--- config.mk ---
export PLATFORM = sky130hd
export DESIGN_NAME = prog_sequencer_flat
export DESIGN_NICKNAME = d
export VERILOG_FILES = /design/src/rtl/seq_pkg.sv /design/src/rtl/prog_sequencer_if.sv /design/src/rtl/seq_watchdog.sv /design/src/rtl/prog_sequencer.sv /design/src/flat_wrapper.sv
export SDC_FILE = /design/constraint.sdc
export NUM_CORES = 1
export LEC_CHECK = 0
export BUFFER_PORTS_ARGS = -buffer_cell sky130_fd_sc_hd__buf_2
export CORE_UTILIZATION = 35
export DETAILED_ROUTE_END_ITERATION = 8
export GPL_TIMING_DRIVEN = 0
export PLACE_DENSITY = 0.53
export SLEW_MARGIN = 20
export SYNTH_ARGS = -nofsm -noshare
export SYNTH_HDL_FRONTEND = slang
export SYNTH_SLANG_ARGS = --single-unit
--- constraint.sdc ---
create_clock -name clk -period 3.5 [get_ports clk]
set_input_delay 0.175 -clock clk [delete_from_list [all_inputs] [get_ports clk]]
set_output_delay 0.175 -clock clk [all_outputs]
set_load 0.1 [all_outputs]
--- src/rtl/seq_pkg.sv ---
// Shared definitions for the program sequencer: FSM state encoding,
// instruction-word constants and the opcode field position.
// No ports; imported by prog_sequencer.
package seq_pkg;

   localparam int unsigned WORD_W    = 9;
   localparam int unsigned OP_MSB    = 8;
   localparam int unsigned OP_LSB    = 6;
   localparam int unsigned OP_W      = OP_MSB - OP_LSB + 1;

   localparam logic [OP_W-1:0]   MVI_OP    = 3'b001;
   localparam logic [WORD_W-1:0] HALT_WORD = 9'h1FF;

   typedef enum logic [2:0] {
      ST_IDLE,
      ST_FETCH,
      ST_DECODE,
      ST_IMM_LATCH,
      ST_ISSUE,
      ST_EXEC,
      ST_HALT
   } seq_state_e;

   // True when the word's opcode field says an immediate word follows.
   function automatic logic is_mvi(input logic [WORD_W-1:0] w);
      return w[OP_MSB:OP_LSB] == MVI_OP;
   endfunction

endpackage

--- src/rtl/prog_sequencer_if.sv ---
// Instruction-stream bus between the sequencer, the instruction ROM and the
// processor control unit.
//   rom_addr_o : ROM address (sequencer -> ROM)
//   rom_data_i : ROM read data, one cycle after the address
//   din_o      : word presented on processor Din
//   run_o      : one-cycle instruction issue pulse
//   done_i     : processor Done
// master = sequencer side, slave = ROM/processor side.
interface prog_sequencer_if #(
   parameter int unsigned ADDR_W = 5,
   parameter int unsigned DATA_W = 9
);

   logic [ADDR_W-1:0] rom_addr_o;
   logic [DATA_W-1:0] rom_data_i;
   logic [DATA_W-1:0] din_o;
   logic              run_o;
   logic              done_i;

   modport master (
      output rom_addr_o,
      output din_o,
      output run_o,
      input  rom_data_i,
      input  done_i
   );

   modport slave (
      input  rom_addr_o,
      input  din_o,
      input  run_o,
      output rom_data_i,
      output done_i
   );

endinterface

--- src/rtl/seq_watchdog.sv ---
// EXEC-phase watchdog: counts cycles spent waiting for Done and flags a
// timeout in the cycle that would otherwise be the TIMEOUT_CYC-th wait
// without Done.
//   clk, rst   : clock, synchronous active-high reset
//   clear_i    : restart the count (asserted while issuing)
//   count_en_i : count this cycle (asserted while executing)
//   done_i     : processor Done; suppresses the timeout in its cycle
//   timeout_c  : combinational timeout flag
module seq_watchdog #(
   parameter int unsigned TIMEOUT_CYC = 15
) (
   input  logic clk,
   input  logic rst,
   input  logic clear_i,
   input  logic count_en_i,
   input  logic done_i,
   output logic timeout_c
);

   localparam int unsigned CW = $clog2(TIMEOUT_CYC + 1);

   logic [CW-1:0] cnt;

   // Saturating wait counter.
   always_ff @(posedge clk) begin
      if (rst || clear_i) begin
         cnt <= '0;
      end else if (count_en_i && (cnt != CW'(TIMEOUT_CYC))) begin
         cnt <= cnt + CW'(1);
      end
   end

   assign timeout_c = count_en_i && !done_i && (cnt == CW'(TIMEOUT_CYC - 1));

endmodule

--- src/rtl/prog_sequencer.sv ---
// Program sequencer: fetches instruction words (plus the immediate word of
// an mvi) from the synchronous instruction ROM, issues them to the processor
// with a one-cycle run pulse, waits for Done and advances the PC. Stops on
// the HALT word or on a stop request.
// Optional feature: define SEQ_TIMEOUT_EN to add an EXEC watchdog and the
// err_o output.
// Ports:
//   clk, rst     : processor clock, synchronous active-high reset
//   start_i      : begin at address 0 (only from IDLE or HALT)
//   stop_i       : finish the current instruction then go idle
//   bus          : ROM address/data, Din, run, Done (master modport)
//   busy_o       : not in IDLE or HALT
//   halted_o     : in HALT
//   pc_o         : current PC
//   instr_cnt_o  : retired instructions, saturating at 255
//   err_o        : sticky EXEC timeout (SEQ_TIMEOUT_EN only)
module prog_sequencer
   import seq_pkg::*;
#(
   parameter int unsigned ADDR_W = 5,
   parameter int unsigned DATA_W = WORD_W
`ifdef SEQ_TIMEOUT_EN
   ,
   parameter int unsigned TIMEOUT_CYC = 15
`endif
) (
   input  logic                clk,
   input  logic                rst,
   input  logic                start_i,
   input  logic                stop_i,
   prog_sequencer_if.master    bus,
   output logic                busy_o,
   output logic                halted_o,
   output logic [ADDR_W-1:0]   pc_o,
   output logic [7:0]          instr_cnt_o
`ifdef SEQ_TIMEOUT_EN
   ,
   output logic                err_o
`endif
);

   localparam int unsigned CNT_W = 8;

   seq_state_e        state;
   logic [ADDR_W-1:0] pc;
   logic [DATA_W-1:0] ir;
   logic [DATA_W-1:0] imm;
   logic              stop_pend;
   logic [CNT_W-1:0]  instr_cnt;
   logic [DATA_W-1:0] din_q;
   logic              run_q;
   logic              busy_q;
   logic              halted_q;
   logic [ADDR_W-1:0] rom_addr_c;
   logic              in_flight_c;
   logic              timeout_c;

   assign in_flight_c = (state != ST_IDLE) && (state != ST_HALT);

`ifdef SEQ_TIMEOUT_EN
   logic err_q;

   seq_watchdog #(
      .TIMEOUT_CYC (TIMEOUT_CYC)
   ) u_watchdog (
      .clk        (clk),
      .rst        (rst),
      .clear_i    (state == ST_ISSUE),
      .count_en_i (state == ST_EXEC),
      .done_i     (bus.done_i),
      .timeout_c  (timeout_c)
   );

   assign err_o = err_q;
`else
   assign timeout_c = 1'b0;
`endif

   // ROM address: PC, except in DECODE of an mvi where the immediate word is
   // requested so it arrives in IMM_LATCH.
   always_comb begin
      rom_addr_c = pc;
      if ((state == ST_DECODE) && is_mvi(bus.rom_data_i)) begin
         rom_addr_c = pc + ADDR_W'(1);
      end
   end

   // Sequencer FSM with registered outputs.
   always_ff @(posedge clk) begin
      if (rst) begin
         state     <= ST_IDLE;
         pc        <= '0;
         ir        <= '0;
         imm       <= '0;
         stop_pend <= 1'b0;
         instr_cnt <= '0;
         din_q     <= '0;
         run_q     <= 1'b0;
         busy_q    <= 1'b0;
         halted_q  <= 1'b0;
`ifdef SEQ_TIMEOUT_EN
         err_q     <= 1'b0;
`endif
      end else begin
         run_q <= 1'b0;
         if (stop_i && in_flight_c) begin
            stop_pend <= 1'b1;
         end

         case (state)
            ST_IDLE, ST_HALT: begin
               if (start_i) begin
                  state     <= ST_FETCH;
                  pc        <= '0;
                  instr_cnt <= '0;
                  stop_pend <= 1'b0;
                  busy_q    <= 1'b1;
                  halted_q  <= 1'b0;
`ifdef SEQ_TIMEOUT_EN
                  err_q     <= 1'b0;
`endif
               end
            end

            ST_FETCH: begin
               state <= ST_DECODE;
            end

            ST_DECODE: begin
               ir <= bus.rom_data_i;
               if (bus.rom_data_i == DATA_W'(HALT_WORD)) begin
                  // A pending stop is satisfied by halting.
                  state     <= ST_HALT;
                  stop_pend <= 1'b0;
                  busy_q    <= 1'b0;
                  halted_q  <= 1'b1;
               end else if (is_mvi(bus.rom_data_i)) begin
                  state <= ST_IMM_LATCH;
               end else begin
                  state <= ST_ISSUE;
                  din_q <= bus.rom_data_i;
                  run_q <= 1'b1;
               end
            end

            ST_IMM_LATCH: begin
               imm   <= bus.rom_data_i;
               state <= ST_ISSUE;
               din_q <= ir;
               run_q <= 1'b1;
            end

            ST_ISSUE: begin
               // The processor sees the immediate on Din while it executes mvi.
               state <= ST_EXEC;
               din_q <= is_mvi(ir) ? imm : ir;
            end

            ST_EXEC: begin
               if (timeout_c) begin
                  state     <= ST_HALT;
                  stop_pend <= 1'b0;
                  busy_q    <= 1'b0;
                  halted_q  <= 1'b1;
`ifdef SEQ_TIMEOUT_EN
                  err_q     <= 1'b1;
`endif
               end else if (bus.done_i) begin
                  pc <= pc + (is_mvi(ir) ? ADDR_W'(2) : ADDR_W'(1));
                  if (instr_cnt != {CNT_W{1'b1}}) begin
                     instr_cnt <= instr_cnt + CNT_W'(1);
                  end
                  if (stop_pend || stop_i) begin
                     state     <= ST_IDLE;
                     stop_pend <= 1'b0;
                     busy_q    <= 1'b0;
                  end else begin
                     state <= ST_FETCH;
                  end
               end
            end

            default: begin
               state    <= ST_IDLE;
               busy_q   <= 1'b0;
               halted_q <= 1'b0;
            end
         endcase
      end
   end

   assign bus.rom_addr_o = rom_addr_c;
   assign bus.din_o      = din_q;
   assign bus.run_o      = run_q;
   assign busy_o         = busy_q;
   assign halted_o       = halted_q;
   assign pc_o           = pc;
   assign instr_cnt_o    = instr_cnt;

endmodule

--- src/flat_wrapper.sv ---
// flat-port wrapper written by rule: the top's interface ports become plain ports
module prog_sequencer_flat import seq_pkg::*;
#(
   parameter int unsigned ADDR_W = 5,
   parameter int unsigned DATA_W = WORD_W

)
  (clk, rst, start_i, stop_i, busy_o, halted_o, pc_o, instr_cnt_o, bus_rom_addr_o, bus_din_o, bus_run_o, bus_rom_data_i, bus_done_i);
  prog_sequencer_if #(.ADDR_W(ADDR_W), .DATA_W(DATA_W)) bus_i ();
  input  logic clk;
  input  logic rst;
  input  logic start_i;
  input  logic stop_i;
  output logic busy_o;
  output logic halted_o;
  output logic [ADDR_W-1:0] pc_o;
  output logic [7:0] instr_cnt_o;
  output wire logic [$bits(bus_i.rom_addr_o)-1:0] bus_rom_addr_o;
  output wire logic [$bits(bus_i.din_o)-1:0] bus_din_o;
  output wire logic [$bits(bus_i.run_o)-1:0] bus_run_o;
  input wire logic [$bits(bus_i.rom_data_i)-1:0] bus_rom_data_i;
  input wire logic [$bits(bus_i.done_i)-1:0] bus_done_i;
  assign bus_rom_addr_o = bus_i.rom_addr_o;
  assign bus_din_o = bus_i.din_o;
  assign bus_run_o = bus_i.run_o;
  assign bus_i.rom_data_i = bus_rom_data_i;
  assign bus_i.done_i = bus_done_i;
  prog_sequencer #(.ADDR_W(ADDR_W), .DATA_W(DATA_W)) u_core (.clk(clk), .rst(rst), .start_i(start_i), .stop_i(stop_i), .bus(bus_i), .busy_o(busy_o), .halted_o(halted_o), .pc_o(pc_o), .instr_cnt_o(instr_cnt_o));
endmodule
==> impl_metrics.py, run 1 <==
metrics = {
    "die": {
        "die_area_um2": 7160,
        "rows": 29,
        "core_region_area_um2": 6460,
        "die_h_um": 84.6,
        "ios": 44,
        "start_util_pct": 37.0,
        "die_x_um": 84.6,
    },
    "global_routing": {
        "grt_max_degree": 16,
        "antenna_found_initial": 0,
        "overflow": 0,
        "grtUsageTotal_pct": 18.4,
        "first_global_vias": 1980,
        "grt_pass1_wl_um": 10300,
    },
    "timing": {
        "slew_viol_final": 0,
        "finalCritPeriodShare_pct": 74.9,
        "skew_ns": 0.00893,
        "relSlewSlack_pct": 61.3,
        "finalSetupViolations": 0,
        "tightest_slew_ns": 0.581,
        "report.final.hold_viol_count": 0,
        "finalSetupTns_ns": 0,
        "fmax_ghz": 0.382,
        "period_minus_slack_ns": 2.62,
        "rsz0062_at_grt": "false",
    },
    "worst_setup_path": {
        "cp_num_buf_inv": 2,
        "cpMaxStageDelayCell": "or3b_2",
        "crit_arrival_ns": 2.45,
        "critPathMaxFanout": 10,
        "r2r_setup_slack_ns": 1.47,
        "cp_slowest_stage_delay_ns": 0.52,
        "worst_path_dominant_cell_family": "simple AND/OR/NAND/NOR gates",
        "crit_cells": 6,
        "critPathCaptureType": "output port",
        "crit_path_frequent_cell": "buf_2",
        "crit_path_cell_trace": "buf_2 > or3b_2 > nor2_2 > nand4_1 > xnor2_1 > buf_2",
        "ff2ff_path_depth": 6,
        "worstPathRequired_ns": 3.32,
        "timing.critical_path.from_type": "flop",
        "path_class": "flop to output port",
    },
    "synthesis": {
        "synth_xor_xnor_area_share_pct": 2.57,
        "synth_flop_cell": "dfxtp_1",
        "synthMuxAreaShare_pct": 2.57,
        "synth_top_family_by_area": "simple AND/OR/NAND/NOR gates",
        "ys_warn_count": 0,
        "yosys.area_share.simple_pct": 27.1,
        "synthArstFlopShare_pct": 0,
        "yosysUniqueCellTypes": 57,
        "yosysTopAreaCell": "dfxtp_1",
        "synth.ff_latch_count": 47,
        "synth-edff-count": 0,
        "synth.yosys.seq_area_share_pct": 39.4,
        "synthTopCellsByArea": "dfxtp_1, nand2_1, a21oi_1",
        "syn_inst": 281,
        "synth_top_area_share_pct": 39.4,
        "syn_avg_cell_area_um2": 8.50,
        "syn_area_um2": 2390,
        "synth_compound_area_share_pct": 20.9,
        "syn_nets": 300,
        "synth_fa_ha_area_share_pct": 3.35,
    },
    "detailed_routing": {
        "wl_met1_um": 3270,
        "drtIter0Drc": 197,
        "drt-total-wl_um": 6490,
        "top_layer_used": "met4",
        "wl_met3_um": 298,
        "wl_met2_um": 2800,
        "antenna_left": 0,
        "num_vias": 2262,
        "drc": 0,
        "vias_per_cell": 5.53,
        "first_pass_iters": 9,
        "wl_per_cell_um": 15.9,
    },
    "clock_network": {
        "cts_inserted_buffers": 5,
        "cts_buffer_depth": 2,
        "clk_latency_ns": 0.31,
        "h-tree-depth": 2,
        "post_cts_buffers": 0,
        "clk_pin_slew_ns": 0.10,
        "ctsResizeCount": 0,
        "cts.sinks": 47,
        "cts_root_buffer": "clkbuf_8",
        "cts_tree": "done",
        "holdBufCountCts": 0,
    },
    "final_layout": {
        "layout_commonest_cell": "nand2_1",
        "drive_above_1_share_pct": 22.9,
        "final_cell_area_um2": 2840,
        "fin_nets": 350,
        "antenna_cells": 0,
        "syn_to_final_growth_pct": 18.8,
        "mostFrequentLayoutCells": "nand2_1, buf_2, dfxtp_1",
        "fin_util_pct": 43.9,
    },
    "placement": {
        "place.gp.congestion": 0.825,
        "port_buffers": 43,
        "placed_area_um2": 2700,
        "hpwl_um": 4620,
    },
    "run": {
        "cap_violations": 0,
    },
    "outcome": {
        "status": "finished clean",
    },
    "pwr": {
        "peakVddDrop_mv": 0.219,
        "leakagePower_nw": 1.12,
        "powerDensity_nw_per_um2": 515,
    },
    "worst_hold_path": {
        "hp-class": "input pin to flop",
        "min_path_cells": 3,
    },
}
==> stage by stage <==
step	cells	hold slack (ns)	worst slack, ns	power [W]
final	409	0.123	0.879	0.00146
after global placement	401	0.442	1.20	0.000988
after CTS	409	0.120	0.862	0.00147
after detailed placement	401	0.449	1.21	0.000989
after global routing	409	0.131	0.748	0.00152
after floorplan	281	0.311	0.310	0.000908
==> kinds of logic (layout without fill, tap and decap cells) <==
logic type | after synthesis | count (layout)
flip-flops | 47 | 47
XOR/XNOR | 7 | 7
adder cells (fa/ha/maj) | 6 | 6
AND/OR/NAND/NOR | 123 | 123
buffers and inverters | 22 | 73
multiplexers | 6 | 6
AO/OA/AOI/OAI | 70 | 70
==> synth_stat cells, drive strengths merged, types with 2 or more instances <==
master  count
nand2      51
dfxtp      47
a21oi      28
nor2       21
a221oi     10
clkbuf     10
nand3       9
buf         8
a222oi      6
nand2b      6
o21ai       6
mux2i       5
nor3        5
o31ai       5
ha          4
inv         4
nand4       4
or3         4
or3b        4
xor2        4
a211oi      3
nor4        3
o311ai      3
or4         3
xnor2       3
a21o        2
and3        2
and4b       2
or2         2
==> final timing paths <==
| check | startpoint | endpoint |
|---|---|---|
| setup reg to reg | u_core.ir[6] | u_core.pc_o[4] |
| hold / removal | bus_rom_data_i[1] | u_core.ir[1] |
| hold reg to reg | u_core.imm[6] | u_core.imm[6] |
| setup / recovery | u_core.state[2] | bus_rom_addr_o[3] |
==> where the power goes <==
part | switching [W] | internal [W] | leakage [nW]
combinational | 0.000298 | 0.0000923 | 0.672
clock | 0.000199 | 0.000285 | 0.0644
sequential | 0.0000222 | 0.000566 | 0.381
total | 0.000519 | 0.000943 | 1.12
==> area by class of cell <==
type | instances | area (um2)
sequential | 47 | 941
multi-input combinational | 212 | 1350
buffer | 18 | 83.8
timing repair buffer | 43 | 215
tap | 77 | 96.3
clock buffer | 5 | 68.8
inverter | 4 | 15.0
fill | 681 | 3620
clock inverter | 3 | 67.6
==> worst reg2reg max path: cells and delay by family, from the launching register on <==
| family | cells | cell delay (ns) |
|---|---|---|
| AOI/OAI and AO/OA | 1 | 0.14 |
| xor gates and xnor gates | 1 | 0.18 |
| adders and majority gates | 2 | 0.64 |
| DFF | 1 | 0.39 |
| and+or+nand+nor | 2 | 0.57 |
==> sequential cells by signal (all words and copies together), names as in the netlist <==
| register | count |
|---|---|
| u_core.busy_o | 1 |
| u_core.pc_o | 5 |
| u_core.bus.run_o | 1 |
| u_core.ir | 9 |
| u_core.stop_pend | 1 |
| u_core.imm | 9 |
| u_core.halted_o | 1 |
| u_core.state | 3 |
| u_core.bus.din_o | 9 |
| u_core.instr_cnt_o | 8 |
==> layer usage <==
metal | global-route usage [%] | vias to the layer above
met5 | 0 | -
met4 | 6.16 | 0
met3 | 3.15 | 11
met2 | 27.1 | 67
met1 | 27.0 | 1059
li1 | - | 1125
(Power assumes the default switching activity.)
==> run 2, diff against run 1 <==
--- a/config.mk
+++ b/config.mk
@@ -5,6 +5,7 @@
 export SDC_FILE = /design/constraint.sdc
 export NUM_CORES = 1
 export LEC_CHECK = 0
+export ABC_AREA = 1
 export BUFFER_PORTS_ARGS = -buffer_cell sky130_fd_sc_hd__buf_2
 export CORE_UTILIZATION = 35
 export DETAILED_ROUTE_END_ITERATION = 8
==> constraint.sdc (replaced) <==
create_clock -name clk -period 2.6 [get_ports clk]
set_input_delay 0.13 -clock clk [delete_from_list [all_inputs] [get_ports clk]]
set_output_delay 0.13 -clock clk [all_outputs]
set_load 0.1 [all_outputs]
==> run 2 against run 1 <==
Setup slack got worse by 0.72 ns. First-iteration DRC count down 54%. Design area grew 6.3%. Die area increased by 6.7%. Clock skew rose by 0.0059 ns. Global-route usage increased by 0.92 points. Sequential share of layout area decreased by 2.0 points. Count of clock-buffer cells in the layout is 1 higher. Sequential power increased by 69%. Cell count grew 32%.
==> impl_metrics.py, run 2 <==
metrics = {
    "clock_network": {
        "cts_inserted_buffers": 5,
        "holdBufCountCts": 0,
        "cts_tree": "done",
        "ctsResizeCount": 0,
        "cts.sinks": 47,
        "cts_root_buffer": "clkbuf_8",
        "post_cts_buffers": 0,
        "clk_pin_slew_ns": 0.10,
        "clk_latency_ns": 0.31,
        "h-tree-depth": 2,
        "cts_buffer_depth": 2,
    },
    "timing": {
        "finalSetupViolations": 0,
        "tightest_slew_ns": 0.702,
        "fmax_ghz": 0.410,
        "skew_ns": 0.0148,
        "period_minus_slack_ns": 2.44,
        "slew_viol_final": 0,
        "relSlewSlack_pct": 53.0,
        "report.final.hold_viol_count": 0,
        "layout_setup_ws_ns": 0.162,
        "finalCritPeriodShare_pct": 93.8,
        "rsz0062_at_grt": "true",
    },
    "die": {
        "ios": 44,
        "core_region_area_um2": 6910,
        "die_h_um": 87.4,
        "rows": 30,
        "die_area_um2": 7640,
        "start_util_pct": 37.0,
        "die_x_um": 87.4,
    },
    "worst_hold_path": {
        "hp-class": "input pin to flop",
        "min_to": "u_core.ir[8]",
        "worstHoldStart": "bus_rom_data_i[8]",
        "min_path_cells": 3,
    },
    "worst_setup_path": {
        "ff2ff_path_depth": 9,
        "path_class": "flop to output port",
        "r2r-start": "u_core.ir[6]",
        "reg2reg_to": "u_core.pc_o[4]",
        "timing.critical_path.from_type": "flop",
        "critPathMaxFanout": 8,
        "critPathCaptureType": "output port",
        "worstPathRequired_ns": 2.47,
        "r2r_setup_slack_ns": 0.23,
        "crit_arrival_ns": 2.31,
    },
    "placement": {
        "placed_area_um2": 2920,
        "place.gp.congestion": 0.822,
        "dpl_worst_slack_ns": 0.247,
        "placedCellCount": 530,
        "hpwl_um": 5020,
        "port_buffers": 42,
    },
    "detailed_routing": {
        "num_vias": 2582,
        "vias_per_cell": 4.80,
        "wl_per_cell_um": 12.8,
        "antenna_left": 0,
        "drtIter0Drc": 90,
        "drt-total-wl_um": 6880,
        "first_pass_iters": 7,
        "drc": 0,
    },
    "pwr": {
        "p_total_w": 0.00340,
        "peakVddDrop_mv": 0.910,
        "powerDensity_nw_per_um2": 1130,
        "leakagePower_nw": 1.40,
    },
    "synthesis": {
        "synth.yosys.seq_area_share_pct": 36.9,
        "syn_avg_cell_area_um2": 6.51,
        "syn_nets": 411,
        "synth.ff_latch_count": 47,
        "yosysMostFrequentCell": "nand2_1",
        "ys_warn_count": 0,
        "synthArstFlopShare_pct": 0,
        "synthTopCellsByCount": "nand2_1, nor2_1, dfxtp_1, inv_1, nand3_1",
        "yosysTopAreaCell": "dfxtp_1",
        "synth-edff-count": 0,
        "yosysUniqueCellTypes": 25,
        "syn_area_um2": 2550,
        "syn_inst": 392,
        "synthTopCellsByArea": "dfxtp_1, nand2_1, nor2_1",
        "synth_top_area_share_pct": 36.9,
        "synth_flop_cell": "dfxtp_1",
    },
    "global_routing": {
        "first_global_vias": 2403,
        "overflow": 0,
        "grt_max_degree": 15,
        "grtUsageTotal_pct": 19.3,
        "grt_pass1_wl_um": 11500,
        "antenna_found_initial": 0,
    },
    "final_layout": {
        "final.fill_count": 779,
        "fin_nets": 460,
        "drive_above_1_share_pct": 14.9,
        "final_cell_area_um2": 3010,
        "mostFrequentLayoutCells": "nand2_1, nor2_1, dfxtp_1",
        "antenna_cells": 0,
        "final_cells": 538,
        "seq_area_um2": 941,
        "multi_input_area_um2": 1430,
        "syn_to_final_growth_pct": 18.1,
        "layout_commonest_cell": "nand2_1",
    },
    "run": {
        "cap_violations": 0,
    },
    "outcome": {
        "status": "finished clean",
    },
}
[run 2: cell count changes after synthesis, moves of 6 or more]
cell      delta
nand2_1     +49
a222oi_1     -6
nand2b_1     -6
nor2_1      +36
o21ai_0     +23
inv_1       +39
nand3_1     +26
a221oi_1    -10
[run 2: worst max path at each step]
stage | from | to | slack [ns] | cells after the start
after detailed placement | u_core.ir[6] | u_core.pc_o[4] | 0.25 | 9
after floorplan | u_core.pc_o[1] | bus_rom_addr_o[1] | -0.09 | 2
after global placement | u_core.ir[6] | u_core.pc_o[4] | 0.24 | 9
after CTS | u_core.state[2] | bus_rom_addr_o[4] | 0.04 | 8
after global routing | u_core.state[2] | bus_rom_addr_o[4] | -0.04 | 8
final | u_core.state[2] | bus_rom_addr_o[4] | 0.16 | 8
[run 2: cell families after synthesis]
kind of cell	share of synthesized area [%]
simple gates	35.8
buf+inv	8.77
flops	36.9
compound gates	12.7
fa+ha+maj	2.75
xor+xnor	3.09
[run 2: power breakdown]
group | internal [W] | switching (W) | leakage (nW)
logic | 0.000409 | 0.00155 | 0.973
clock network | 0.000189 | 0.000261 | 0.0412
registers | 0.000890 | 0.000104 | 0.382
[run 2: layout make-up]
| type | count | share of cell area (%) |
|---|---|---|
| multi-input combinational | 288 | 47.4 |
| buffer | 14 | 2.08 |
| clock buffer | 6 | 2.41 |
| sequential | 47 | 31.2 |
| timing repair buffer | 42 | 7.14 |
| inverter | 43 | 5.35 |
| clock inverter | 2 | 0.415 |
| tap | 96 | 3.99 |
[run 2: metrics by stage]
step / hold WS, ns / util [%] / TNS (ns)
after floorplan: 0.297 / - / -0.0939
after global placement: 0.438 / 42.3 / 0
after detailed placement: 0.451 / 42.3 / 0
after CTS: 0.127 / 43.6 / 0
after global routing: 0.151 / 43.6 / -0.0360
final: 0.130 / 43.6 / 0
[run 2: metal layers]
layer  routed length (um)  global-route usage, %  part of all wire, %  up-vias
met4                   97                   5.66                  1.4        0
met3                  452                   4.64                  6.6        8
li1                     -                      -                    -     1354
met1                 3340                   25.6                   49     1150
met5                    0                      0                    0        -
met2                 2990                   31.0                   43       70
[run 2: worst max-delay path, stage by stage, from the launching register on]
cell and delay [ns]:
dfxtp_1 0.35, inv_1 0.13, nand2_1 0.15, nor2_4 0.19, inv_1 0.16, nor2_4 0.26
nand4_1 0.25, xnor2_4 0.19, buf_4 0.30
==> run 3, diff against run 2 <==
--- a/config.mk
+++ b/config.mk
@@ -8,9 +8,9 @@
 export ABC_AREA = 1
 export BUFFER_PORTS_ARGS = -buffer_cell sky130_fd_sc_hd__buf_2
 export CORE_UTILIZATION = 35
+export CTS_CLUSTER_DIAMETER = 150
 export DETAILED_ROUTE_END_ITERATION = 8
 export GPL_TIMING_DRIVEN = 0
-export PLACE_DENSITY = 0.53
 export SLEW_MARGIN = 20
 export SYNTH_ARGS = -nofsm -noshare
 export SYNTH_HDL_FRONTEND = slang
==> run 3 against run 2 <==
Global-route usage shrank 0.49 points. Critical path type unchanged. First-iteration DRC count increased by 52%. Register-to-register slack about the same. Die area did not move. Clock skew barely moved. Critical path depth unchanged. Non-clock buffer count is the same.
==> impl_metrics.py, run 3 (synthesis gave the netlist of run 2 again) <==
metrics = {
    "die": {
        "ios": 44,
        "start_util_pct": 37.0,
        "rows": 30,
        "core_region_area_um2": 6910,
        "die_h_um": 87.4,
        "die_x_um": 87.4,
        "die_area_um2": 7640,
    },
    "worst_hold_path": {
        "min_to": "u_core.ir[8]",
        "min_path_cells": 3,
        "hp-class": "input pin to flop",
        "worstHoldStart": "bus_rom_data_i[8]",
    },
    "clock_network": {
        "cts_inserted_buffers": 5,
        "cts_tree": "done",
        "post_cts_buffers": 0,
        "cts_root_buffer": "clkbuf_8",
        "clk_latency_ns": 0.31,
        "cts_buffer_depth": 2,
        "cts.sinks": 47,
        "h-tree-depth": 2,
        "clk_pin_slew_ns": 0.08,
    },
    "global_routing": {
        "antenna_found_initial": 0,
        "grt_max_degree": 15,
        "grt_pass1_wl_um": 11300,
        "first_global_vias": 2339,
        "overflow": 0,
        "grtUsageTotal_pct": 18.8,
    },
    "final_layout": {
        "final_cells": 538,
        "mostFrequentLayoutCells": "nand2_1, nor2_1, dfxtp_1",
        "antenna_cells": 0,
        "syn_to_final_growth_pct": 18.4,
        "drive_above_1_share_pct": 14.9,
        "layout_commonest_cell": "nand2_1",
        "fin_nets": 460,
        "final_cell_area_um2": 3020,
        "fin_util_pct": 43.8,
    },
    "worst_setup_path": {
        "worstPathRequired_ns": 2.47,
        "critPathMaxFanout": 8,
        "r2r_setup_slack_ns": 0.23,
        "crit_arrival_ns": 2.30,
        "reg2reg_to": "u_core.pc_o[4]",
        "r2r-start": "u_core.ir[6]",
        "path_class": "flop to output port",
        "critPathCaptureType": "output port",
        "ff2ff_path_depth": 9,
        "timing.critical_path.from_type": "flop",
    },
    "detailed_routing": {
        "first_pass_iters": 4,
        "vias_per_cell": 4.84,
        "drc": 0,
        "num_vias": 2604,
        "drt-total-wl_um": 6650,
        "wl_per_cell_um": 12.4,
        "antenna_left": 0,
        "drtIter0Drc": 137,
    },
    "timing": {
        "finalSetupViolations": 0,
        "slew_viol_final": 0,
        "relSlewSlack_pct": 53.9,
        "skew_ns": 0.0146,
        "period_minus_slack_ns": 2.43,
        "rsz0062_at_grt": "false",
        "finalCritPeriodShare_pct": 93.4,
        "report.final.hold_viol_count": 0,
        "tightest_slew_ns": 0.688,
        "fmax_ghz": 0.412,
    },
    "placement": {
        "placedCellCount": 530,
        "hpwl_um": 4930,
        "port_buffers": 42,
        "place.gp.congestion": 0.896,
        "placed_area_um2": 2920,
    },
    "pwr": {
        "peakVddDrop_mv": 0.861,
        "leakagePower_nw": 1.40,
        "powerDensity_nw_per_um2": 1130,
    },
    "outcome": {
        "status": "finished clean",
    },
    "run": {
        "cap_violations": 0,
    },
}
==> run 3: area by class of cell <==
cell class	instances	area [um2]
plain buffers	14	62.6
clock buffers	7	86.3
clock inverters	1	8.76
fillers	793	3880
inverters	43	161
multi-input cells	288	1430
flip-flops and latches	47	941
well taps	96	120
repair buffers	42	213
==> run 3: what timing repair did <==
item,in CTS,in global routing
hold buffers,0,0
gates resized for setup,0,2
setup endpoints to repair,0,1
==> run 3: worst max path at each step <==
| stage | start | end | slack (ns) |
|---|---|---|---|
| final | u_core.state[2] | bus_rom_addr_o[4] | 0.17 |
| after global routing | u_core.state[2] | bus_rom_addr_o[4] | 0.03 |
| after CTS | u_core.state[2] | bus_rom_addr_o[4] | 0.01 |
| after detailed placement | u_core.ir[6] | u_core.pc_o[4] | 0.30 |
| after global placement | u_core.ir[6] | u_core.pc_o[4] | 0.31 |
| after floorplan | u_core.pc_o[1] | bus_rom_addr_o[1] | -0.09 |
==> run 3: power by group <==
part / switching (W) / internal, W / leakage, nW / total (W)
clock: 0.000261 / 0.000218 / 0.0484 / 0.000479
combinational: 0.00154 / 0.000409 / 0.974 / 0.00195
sequential: 0.000107 / 0.000890 / 0.382 / 0.000997
total: 0.00190 / 0.00152 / 1.40 / 0.00342
==> run 3: metal layers <==
| metal | track usage [%] | share of wire (%) |
|---|---|---|
| met3 | 3.60 | 4.2 |
| met5 | 0 | 0 |
| met1 | 24.2 | 47 |
| met2 | 32.5 | 47 |
| met4 | 4.02 | 0.95 |
==> run 3: critical path, cell delays in order, from the launching register on <==
cell and delay (ns):
dfxtp_1 0.35, inv_1 0.13, nand2_1 0.14, nor2_4 0.20
inv_1 0.18, nor2_4 0.24, nand4_1 0.26, xnor2_4 0.20
buf_4 0.31
==> run 3: stage by stage <==
stage | power (W) | hold WS, ns | setup WS (ns) | setup TNS, ns
after floorplan | 0.00259 | 0.297 | -0.0939 | -0.0939
after global placement | 0.00294 | 0.440 | 0.311 | 0
after detailed placement | 0.00296 | 0.449 | 0.298 | 0
after CTS | 0.00344 | 0.125 | 0.0131 | 0
after global routing | 0.00366 | 0.143 | 0.0267 | 0
final | 0.00342 | 0.140 | 0.170 | 0
